<file path="src/rtl/sync_fifo_p.sv">
// Parametrised single-clock FIFO: exact fill level, programmable almost-full/empty
// thresholds, sticky overflow/underflow flags, synchronous flush, optional FWFT read.
module sync_fifo_p #(
  parameter int unsigned DATA_WIDTH = 32,
  parameter int unsigned DEPTH      = 16,
  parameter int unsigned AF_THRESH  = DEPTH - 2,
  parameter int unsigned AE_THRESH  = 2,
  parameter int unsigned FWFT       = 0
) (
  input  logic                         clk,
  input  logic                         reset,
  input  logic                         flush,
  input  logic                         write_en,
  input  logic [DATA_WIDTH-1:0]        data_in,
  input  logic                         read_en,
  output logic [DATA_WIDTH-1:0]        data_out,
  output logic                         full,
  output logic                         empty,
  output logic                         almost_full,
  output logic                         almost_empty,
  output logic [$clog2(DEPTH+1)-1:0]   level,
  output logic                         overflow,
  output logic                         underflow
);

  localparam int unsigned PTR_W = $clog2(DEPTH);
  localparam int unsigned LVL_W = $clog2(DEPTH + 1);

  logic [DATA_WIDTH-1:0] mem [DEPTH];
  logic [PTR_W-1:0]      wr_ptr;
  logic [PTR_W-1:0]      rd_ptr;
  logic                  wr_ok;
  logic                  rd_ok;

  // Status is decoded from the registered level only, so no request-to-status path.
  assign full         = (level == LVL_W'(DEPTH));
  assign empty        = (level == '0);
  assign almost_full  = (level >= LVL_W'(AF_THRESH));
  assign almost_empty = (level <= LVL_W'(AE_THRESH));

  assign wr_ok = write_en & ~full;
  assign rd_ok = read_en & ~empty;

  // Pointers, level and sticky error flags; reset beats flush beats normal operation.
  always_ff @(posedge clk) begin
    if (!reset || flush) begin
      wr_ptr    <= '0;
      rd_ptr    <= '0;
      level     <= '0;
      overflow  <= 1'b0;
      underflow <= 1'b0;
    end else begin
      if (wr_ok) wr_ptr <= wr_ptr + PTR_W'(1);
      if (rd_ok) rd_ptr <= rd_ptr + PTR_W'(1);
      if (wr_ok && !rd_ok) begin
        level <= level + LVL_W'(1);
      end else if (rd_ok && !wr_ok) begin
        level <= level - LVL_W'(1);
      end
      if (write_en && full)  overflow  <= 1'b1;
      if (read_en  && empty) underflow <= 1'b1;
    end
  end

  // Storage array carries no reset; contents survive flush.
  always_ff @(posedge clk) begin
    if (reset && !flush && wr_ok) begin
      mem[wr_ptr] <= data_in;
    end
  end

  generate
    if (FWFT != 0) begin : g_fwft
      // Head word is shown directly from the array; zero when nothing is stored.
      assign data_out = empty ? '0 : mem[rd_ptr];
    end else begin : g_reg
      logic [DATA_WIDTH-1:0] data_q;

      always_ff @(posedge clk) begin
        if (!reset) begin
          data_q <= '0;
        end else if (!flush && rd_ok) begin
          data_q <= mem[rd_ptr];
        end
      end

      assign data_out = data_q;
    end
  endgenerate

endmodule

</file>
<file path="config.mk">
export PLATFORM = sky130hd
export DESIGN_NAME = sync_fifo_p
export DESIGN_NICKNAME = d
export VERILOG_FILES = /design/src/rtl/sync_fifo_p.sv
export SDC_FILE = /design/constraint.sdc
export NUM_CORES = 1
export LEC_CHECK = 0
export CAP_MARGIN = 20
export CORE_UTILIZATION = 30
export CTS_BUF_LIST = sky130_fd_sc_hd__clkbuf_4 sky130_fd_sc_hd__clkbuf_8
export CTS_CLUSTER_DIAMETER = 50
export DETAILED_ROUTE_END_ITERATION = 12
export PLACE_DENSITY = 0.41
export SKIP_LAST_GASP = 1
export SLEW_MARGIN = 10
export SYNTH_ARGS = -nofsm -noshare
export SYNTH_HDL_FRONTEND = slang
export SYNTH_SLANG_ARGS = --single-unit
</file>
<file path="constraint.sdc">
create_clock -name clk -period 9.81 [get_ports clk]
set_input_delay 1.962 -clock clk [delete_from_list [all_inputs] [get_ports clk]]
set_output_delay 1.962 -clock clk [all_outputs]
set_load 0.1 [all_outputs]
</file>
==> results by group, run 1 <==
Detailed routing
  • Total iterations of the first detailed-routing run: 4
  • Drt initial violations: 591
  • Drt drc: 0
  • Total wire length: 49.3 mm
  • Vias: 9,905
  • Vias per std cell: 4.60
  • Per-cell routed wire length: 22.9 µm
  • Final ANT Viol Nets: 0

Clocking
  • Clock root cell: clkbuf_8
  • CTS max path bufs: 3
  • Worst-path clk slew: 0.06 ns
  • Clk sinks: 559
  • Clock Latency Late Sink: 0.69 ns
  • H-tree level count: 3
  • TritonCTS clock tree: done
  • Postcts setup bufs: 0
  • CTS buffer count: 100
  • Hold bufs inserted after CTS: 0
  • Count of cells resized by post-cts repair: 0

STA
  • Post-layout min period: 5.03 ns
  • Fin. Hold Viols: 0
  • Fin crit share: 51.3%
  • Final Max Slew Viols: 0
  • Max Clock Skew: 0.0194 ns
  • Slew headroom: 26.6%
  • Fmax: 199 MHz
  • Final setup margin: 4.78 ns
  • Final setup viols: 0
  • Unrepaired setup endpoints after global routing: no
  • Slew at the pin closest to its max-slew limit: 1.10 ns
  • Final TNS setup: 0 ns

Synthesis
  • Synthesis Warnings: 0
  • Gate Count Post-Synth: 969
  • Seq/Total Area, Yosys: 76.7%
  • Synth Area in XOR/XNOR: 0.371%
  • Largest family of logic cells by synthesized area: multiplexers
  • Netlist Area Pre-Place: 21,300 µm²
  • Synth Area in Compound Gates: 2.88%
  • Post-synthesis register bit count: 559
  • Fraction of the mapped netlist area in adder cells: 0.624%
  • Post-synth cell types: 36
  • Syn Nets: 1,016
  • Mux share of post-synthesis cell area: 16.8%
  • Post-Synth Simple-Gate Area: 1.12%
  • Mean area per synthesized cell: 21.9 µm²

Worst setup path
  • CP bufs+invs: 1
  • Critical Path Stages: 3
  • CP cell instances: or4_4, nor2_1, clkdlybuf4s50_1
  • Reg2reg end: data_out[18]
  • Crit Path Category: flop to output pin
  • Crit. End Element: output pin
  • CP Capture Point: full
  • R2R Path Start: rd_ptr[0]
  • Worst path arrival time: 3.07 ns
  • Cell type group with the largest total delay on the critical path: buffers and inverters
  • CP Launch Point: level[0]
  • Worst R2R Setup Slack: 6.17 ns
  • CP startpoint kind: flop
  • Worst EP required: 7.85 ns
  • Max incr delay on CP: 1.16 ns
  • R2R depth: 6
  • Crit path max fanout: 10
  • Slowest CP cell: clkdlybuf4s50_1

Run status
  • Status: completed

Placed design
  • Placed inst area: 23,300 µm²
  • Dpl hpwl: 26.6 mm
  • Final GP Congestion: 0.679
  • IO buf count: 79
  • Pre-CTS setup slack: 4.90 ns

Cells and area
  • Most frequent cells in the layout: 512 x edfxtp_1, 128 x mux4_2, 101 x clkbuf_8, 79 x clkdlybuf4s50_1, 67 x mux2i_1
  • Fin nets: 1,170
  • Layout cell share with drive strength beyond 1: 28.6%
  • Area Overhead vs Synth: 19.0%
  • Most common cell after layout, fill and taps aside: edfxtp_1
  • Design Area, Final: 25,300 µm²
  • Fin util: 36.1%

Die
  • Row cnt: 97
  • Die height: 268 µm
  • Die footprint: 72,000 µm²
  • DIE WIDTH: 268 µm
  • Core area: 70,000 µm²
  • Initial Util: 30.4%
  • Top Ports: 80

Power and ir drop
  • Seq pwr share: 48.5%
  • Comb power frac: 11.6%
  • Pleak: 7.92 nW
  • VDD IR max: 0.000108 V
  • Clock Power Share: 39.8%
  • Final Power: 5.49 mW
  • Internal power: 4.07 mW
  • Switching Power: 1.42 mW
  • Power density cells: 217 nW/µm²
  • Net Sw Frac: 25.9%

Run
  • Maxcap violations: 0

GRT
  • Overall Global Routing Usage: 14.2%
  • Largest net degree at the start of global routing: 48
  • Number of global-route vias before repair: 10,900
  • GRT overflow: 0
  • Initial antenna violation count: 2
  • First-pass GRT wire length: 73.7 mm

Worst hold path
  • Hold crit path type: flop to flop
-- cells by family (layout without fill, tap and decap cells) --
family                     Yosys count  in the layout
AOI/OAI and AO/OA                   82             82
xor gates and xnor gates             9              9
adders and majority gates           10             10
DFF                                559            559
muxes                              196            196
buffers and inverters               57            298
other                                0              1
and+or+nand+nor                     56             56
-- Yosys cell counts, drive strengths merged --
cell     count  share of area [%]
nand2b       2              0.059
fa           1              0.094
a21oi        6               0.14
o21a         2              0.077
or4          1              0.053
mux2i       68                3.3
o211ai       4               0.14
a21o        33                1.2
nand2        9               0.16
a2111oi      1              0.041
dfxtp       47                4.4
a211o        1              0.041
or3          1              0.029
xnor2        3               0.12
o21ai        1              0.077
edfxtp     512                 72
nor2b        1              0.029
xor2         6               0.25
nand3        3              0.071
nor2        37               0.66
o2111ai      2               0.25
ha           9               0.53
inv          5              0.088
o31ai        1              0.035
mux4       128                 14
buf         39                1.2
and3         2              0.059
o22ai       31               0.91
clkbuf      13               0.23
-- state kept, by name, summed over array words and instances (netlist names) --
name       cells
wr_ptr         4
overflow       1
underflow      1
data_out      32
rd_ptr         4
mem          512
level          5
-- power by group through the flow --
stage               Sequential, mW  Combinational [mW]  Clock [mW]
global placement              2.71               0.651           0
detailed placement            2.71               0.649           0
CTS                           2.67               0.651        2.27
floorplan                     2.85               0.339           0
finish                        2.66               0.639        2.19
global route                  2.67               0.682        2.37
-- through the flow --
stage | hold WS [ns] | instances
floorplan | 0.529 | 969
global placement | 0.434 | 1960
detailed placement | 0.438 | 1960
CTS | 0.452 | 2149
global route | 0.464 | 2151
finish | 0.448 | 2151
-- worst min-delay path by stage --
stage,start,end,slack (ns),cells after the start
finish,data_out[28],data_out[28],0.45,1
detailed placement,data_out[28],data_out[28],0.44,1
global route,data_out[27],data_out[27],0.46,1
global placement,data_out[16],data_out[16],0.43,1
CTS,data_out[28],data_out[28],0.45,1
floorplan,wr_ptr[1],wr_ptr[1],0.53,2
-- layout make-up --
type / instances / area [µm²]
Inverter: 5 / 18.8
Multi-Input combinational cell: 353 / 4760
Clock inverter: 49 / 355
Antenna cell: 1 / 2.50
Timing Repair Buffer: 104 / 991
Sequential cell: 559 / 16300
Clock buffer: 140 / 1680
Tap cell: 940 / 1180
Fill cell: 6531 / 44700
-- metal layers --
| layer | track usage (%) | vias to the layer above | share of wire (%) |
|---|---|---|---|
| li1 | - | 4368 | - |
| met1 | 18.7 | 5286 | 45 |
| met4 | 4.82 | 2 | 1.8 |
| met2 | 23.4 | 176 | 49 |
| met5 | 0 | - | 0.018 |
| met3 | 2.79 | 73 | 3.7 |
(Power assumes the default switching activity.)
==> inputs of run 2 (changes only) <==
--- a/config.mk
+++ b/config.mk
@@ -10,7 +10,7 @@
 export CTS_BUF_LIST = sky130_fd_sc_hd__clkbuf_4 sky130_fd_sc_hd__clkbuf_8
 export CTS_CLUSTER_DIAMETER = 50
 export DETAILED_ROUTE_END_ITERATION = 12
-export PLACE_DENSITY = 0.41
+export PLACE_DENSITY = 0.43
 export SKIP_LAST_GASP = 1
 export SLEW_MARGIN = 10
 export SYNTH_ARGS = -nofsm -noshare
==> constraint.sdc (replaced) <==
create_clock -name clk -period 4.1 [get_ports clk]
set_input_delay 0.82 -clock clk [delete_from_list [all_inputs] [get_ports clk]]
set_output_delay 0.82 -clock clk [all_outputs]
set_load 0.1 [all_outputs]
==> run 2 against run 1 <==
Clock-buffer cell count grew 8. Register-to-register slack lost 5.0 ns. Sequential power grew 140%. Largest cell class unchanged.
==> results by group, run 2 (synthesized netlist as in run 1, its figures left out) <==
Cells and area
  • Most common cell after layout, fill and taps aside: edfxtp_1
  • Layout cell share with drive strength beyond 1: 29.4%
  • Register area: 16,300 µm²
  • Fin nets: 1,185
  • Most frequent cells in the layout: 512 x edfxtp_1, 128 x mux4_2, 109 x clkbuf_8, 76 x clkdlybuf4s50_1, 67 x mux2i_1
  • Largest reg by FF count: mem
  • Design Area, Final: 25,400 µm²
  • Area taken by multi-input logic gates: 4770 µm²
  • Layout fillers: 6,535
  • Non-filler cells in the finished layout: 2,162
  • Fin util: 36.3%
  • Area Overhead vs Synth: 19.6%
  • Largest register FFs: 512

STA
  • Fmax: 291 MHz
  • Final setup margin: 0.664 ns
  • Post-layout min period: 3.44 ns
  • Fin. Hold Viols: 0
  • Slew at the pin closest to its max-slew limit: 0.996 ns
  • Final Max Slew Viols: 0
  • Final TNS setup: 0 ns
  • Slew headroom: 33.4%
  • Min Hold Slack: 0.451 ns
  • Final setup viols: 0
  • Unrepaired setup endpoints after global routing: no
  • Max Clock Skew: 0.0219 ns
  • Fin crit share: 83.8%

Power and ir drop
  • Pleak: 7.99 nW
  • VDD IR max: 0.000235 V
  • Power density cells: 506 nW/µm²
  • Final Power: 12.9 mW

Detailed routing
  • Vias per std cell: 4.59
  • Per-cell routed wire length: 21.6 µm
  • Drt drc: 0
  • Drt initial violations: 485
  • Vias: 9,924
  • Total iterations of the first detailed-routing run: 6
  • Final ANT Viol Nets: 0
  • Total wire length: 46.7 mm

GRT
  • First-pass GRT wire length: 70.3 mm
  • Initial antenna violation count: 1
  • Overall Global Routing Usage: 13.4%
  • Largest net degree at the start of global routing: 38
  • GRT overflow: 0
  • Number of global-route vias before repair: 10,800

Die
  • Die height: 268 µm
  • Top Ports: 80
  • Initial Util: 30.4%
  • Row cnt: 97
  • Core area: 70,000 µm²
  • DIE WIDTH: 268 µm
  • Die footprint: 72,000 µm²

Worst hold path
  • Hold crit path type: flop to flop
  • Hold endpoint: data_out[19]
  • Hold Startpoint: data_out[19]
  • Worst Hold Depth: 1

Worst setup path
  • R2R Path Start: level[0]
  • Worst R2R Setup Slack: 1.20 ns
  • CP cell instances: a2111oi_2, clkdlybuf4s50_1
  • CP startpoint kind: flop
  • Worst path arrival time: 2.62 ns
  • R2R depth: 9
  • CP Launch Point: level[4]
  • Slowest CP cell: clkdlybuf4s50_1
  • Max incr delay on CP: 1.19 ns
  • Worst EP required: 3.28 ns
  • Crit path max fanout: 10
  • Crit Path Category: flop to output pin
  • Reg2reg end: level[4]
  • Crit. End Element: output pin

Clocking
  • TritonCTS clock tree: done
  • Count of cells resized by post-cts repair: 0
  • Clock Latency Late Sink: 0.66 ns
  • CTS buffer count: 99
  • Worst-path clk slew: 0.06 ns
  • H-tree level count: 3
  • Hold bufs inserted after CTS: 0
  • Postcts setup bufs: 0
  • CTS max path bufs: 3
  • Clk sinks: 559
  • Clock root cell: clkbuf_8

Placed design
  • Final GP Congestion: 0.678
  • Inst Count DP: 1,977
  • IO buf count: 79
  • Dpl hpwl: 26.4 mm
  • Placed inst area: 23,500 µm²
  • Pre-CTS setup slack: 0.814 ns

Run
  • Maxcap violations: 0

Run status
  • Status: completed
## run 2: changes by cell type in the layout (fill, tap and decap cells not counted), moves of 3 or more
cell / change
bufinv_16: -4
clkdlybuf4s50_1: -3
buf_12: +8
clkbuf_8: +8
clkinv_2: -6
buf_4: +11
## run 2: power by group
group	switching, mW	internal, mW
Clock	2.21	2.78
Sequential	0.0792	6.30
Combinational	0.989	0.526
Total	3.27	9.60
## run 2: how the worst max path moves through the flow
stage | to
finish | almost_empty
global route | almost_empty
CTS | almost_empty
detailed placement | level[4]
global placement | level[4]
floorplan | mem[12][0]
## run 2: layer usage
| layer | GRT usage, % | share of wire [%] | up-vias |
|---|---|---|---|
| li1 | - | - | 4401 |
| met1 | 17.5 | 44 | 5251 |
| met2 | 22.2 | 49 | 173 |
| met3 | 2.81 | 3.9 | 99 |
| met4 | 4.48 | 2.6 | 0 |
| met5 | 0 | 0 | - |
## run 2: layout make-up
type / instances / share of cell area [%]
Antenna cell: 1 / 0.00984
Clock buffer: 148 / 7.05
Clock inverter: 36 / 0.615
Inverter: 5 / 0.0738
Multi-Input combinational cell: 353 / 18.7
Sequential cell: 559 / 64.2
Tap cell: 940 / 4.62
Timing Repair Buffer: 120 / 4.73
## run 2: critical path, delay by kind of cell (launching register included)
kind | cells | cell delay (ns)
AO/OA/AOI/OAI | 1 | 0.28
buffers and inverters | 1 | 1.19
flip-flops | 1 | 0.49
==> inputs of run 3 (changes only) <==
==> constraint.sdc (replaced) <==
create_clock -name clk -period 3.1 [get_ports clk]
set_input_delay 0.62 -clock clk [delete_from_list [all_inputs] [get_ports clk]]
set_output_delay 0.62 -clock clk [all_outputs]
set_load 0.1 [all_outputs]
==> run 3 against run 2 <==
Global-route usage increased by 1.3 points. Largest cell class unchanged. Via count up 2.5%. Register-to-register slack got worse by 0.96 ns. Critical path type is now flop to flop. Core utilization increased by 0.63 points.
==> results by group, run 3 (synthesized netlist as in run 1, its figures left out) <==
STA
  • Slew headroom: 36.9%
  • Final setup viols: 0
  • Fin crit share: 92.4%
  • Slew at the pin closest to its max-slew limit: 0.947 ns
  • Fin. Hold Viols: 0
  • Min Hold Slack: 0.452 ns
  • Final Max Slew Viols: 0
  • Final TNS setup: 0 ns
  • Post-layout min period: 2.86 ns
  • Max Clock Skew: 0.0337 ns
  • Unrepaired setup endpoints after global routing: no
  • Fmax: 349 MHz

Clocking
  • Postcts setup bufs: 0
  • Clock Latency Late Sink: 0.71 ns
  • Count of cells resized by post-cts repair: 0
  • TritonCTS clock tree: done
  • Worst-path clk slew: 0.06 ns
  • H-tree level count: 3
  • Clk sinks: 559
  • Clock root cell: clkbuf_8
  • CTS buffer count: 99
  • CTS max path bufs: 3
  • Hold bufs inserted after CTS: 0

Power and ir drop
  • Seq pwr share: 48.3%
  • Net Sw Frac: 25.7%
  • Switching Power: 4.49 mW
  • Final Power: 17.5 mW
  • Clock Power Share: 39.9%
  • VDD IR max: 0.000277 V
  • Pleak: 8.31 nW
  • Internal power: 13.0 mW
  • Comb power frac: 11.8%
  • Power density cells: 675 nW/µm²

GRT
  • Overall Global Routing Usage: 14.7%
  • GRT overflow: 0
  • Largest net degree at the start of global routing: 36
  • Initial antenna violation count: 1
  • First-pass GRT wire length: 75.5 mm
  • Number of global-route vias before repair: 11,100

Cells and area
  • Ant. Diodes: 0
  • Most common cell after layout, fill and taps aside: edfxtp_1
  • Layout cell share with drive strength beyond 1: 35.0%
  • Design Area, Final: 25,900 µm²
  • Largest register FFs: 512
  • Largest reg by FF count: mem
  • Fin util: 37.0%
  • Fin nets: 1,210
  • Most frequent cells in the layout: 512 x edfxtp_1, 128 x mux4_2, 107 x clkbuf_8, 80 x buf_4, 67 x mux2i_1
  • Area Overhead vs Synth: 21.7%

Die
  • Initial Util: 30.4%
  • Core area: 70,000 µm²
  • Top Ports: 80
  • DIE WIDTH: 268 µm
  • Row cnt: 97
  • Die height: 268 µm
  • Die footprint: 72,000 µm²

Worst hold path
  • Hold crit path type: flop to flop

Placed design
  • IO buf count: 79
  • Final GP Congestion: 0.703
  • Dpl hpwl: 29.2 mm
  • Placed inst area: 23,800 µm²

Detailed routing
  • Drt drc: 0
  • Final ANT Viol Nets: 0
  • Vias per std cell: 4.65
  • Total iterations of the first detailed-routing run: 4
  • Vias: 10,200
  • Total wire length: 51.2 mm
  • Per-cell routed wire length: 23.4 µm
  • Drt initial violations: 615

Run
  • Maxcap violations: 0

Worst setup path
  • Slowest CP cell: or4_4
  • Crit path max fanout: 10
  • Crit. End Element: flop
  • CP startpoint kind: flop
  • Crit Path Category: flop to flop
  • Worst EP required: 3.72 ns
  • Worst path arrival time: 3.48 ns
  • Worst path most repeated cell: mux2i_1
  • CP cell instances: or4_4, o21ai_4, ha_1, inv_1, fa_1, a21o_1, a21oi_1, mux2i_1, mux2i_1
  • Max incr delay on CP: 0.65 ns

Run status
  • Status: completed
## run 3: changes by cell type in the layout (fill, tap and decap cells not counted), sizes merged
cell           change
buf               +65
clkinvlp           +1
clkdlybuf4s50     -40
clkbuf             -2
clkinv             -5
inv                +4
bufinv             +3
diode              -1
## run 3: critical path: cells and delay by family (launching register included)
kind,cells,cell delay (ns)
buf+inv,1,0.11
compound gates,3,0.61
fa+ha+maj,2,0.62
flops,1,0.36
mux,2,0.45
simple gates,1,0.65
## run 3: cell type report
class / count / area [µm²]
fillers: 6491 / 44100
inverters: 5 / 18.8
well taps: 940 / 1180
repair buffers: 145 / 1540
clock inverters: 39 / 285
flip-flops and latches: 559 / 16300
multi-input cells: 353 / 4770
clock buffers: 146 / 1770
## run 3: metrics by stage
| stage | std cells | worst slack, ns |
|---|---|---|
| finish | 2187 | 0.236 |
| global route | 2187 | 0.0151 |
| CTS | 2187 | 0.170 |
| detailed placement | 2002 | 0.206 |
| global placement | 2002 | 0.210 |
| floorplan | 969 | -0.308 |
## run 3: worst paths after layout
path	from	to	slack, ns	cells past startpoint
setup / recovery	level[0]	level[4]	0.24	9
hold / removal	data_out[11]	data_out[11]	0.45	1
setup reg to reg	level[0]	level[4]	0.24	9
hold reg to reg	data_out[11]	data_out[11]	0.45	1
## run 3: power groups by stage
stage | Combinational [mW] | Clock [mW] | Sequential, mW
finish | 2.07 | 6.97 | 8.43
global route | 2.20 | 7.56 | 8.44
floorplan | 1.08 | 0 | 9.03
detailed placement | 2.11 | 0 | 8.59
CTS | 2.11 | 7.23 | 8.43
global placement | 2.11 | 0 | 8.59
## run 3: layer usage
layer / track usage (%) / vias up / part of all wire (%)
met1: 19.8 / 5424 / 45
met5: 0 / - / 0.033
met2: 23.6 / 210 / 48
met4: 5.00 / 2 / 2.0
met3: 2.96 / 77 / 4.1
li1: - / 4463 / -
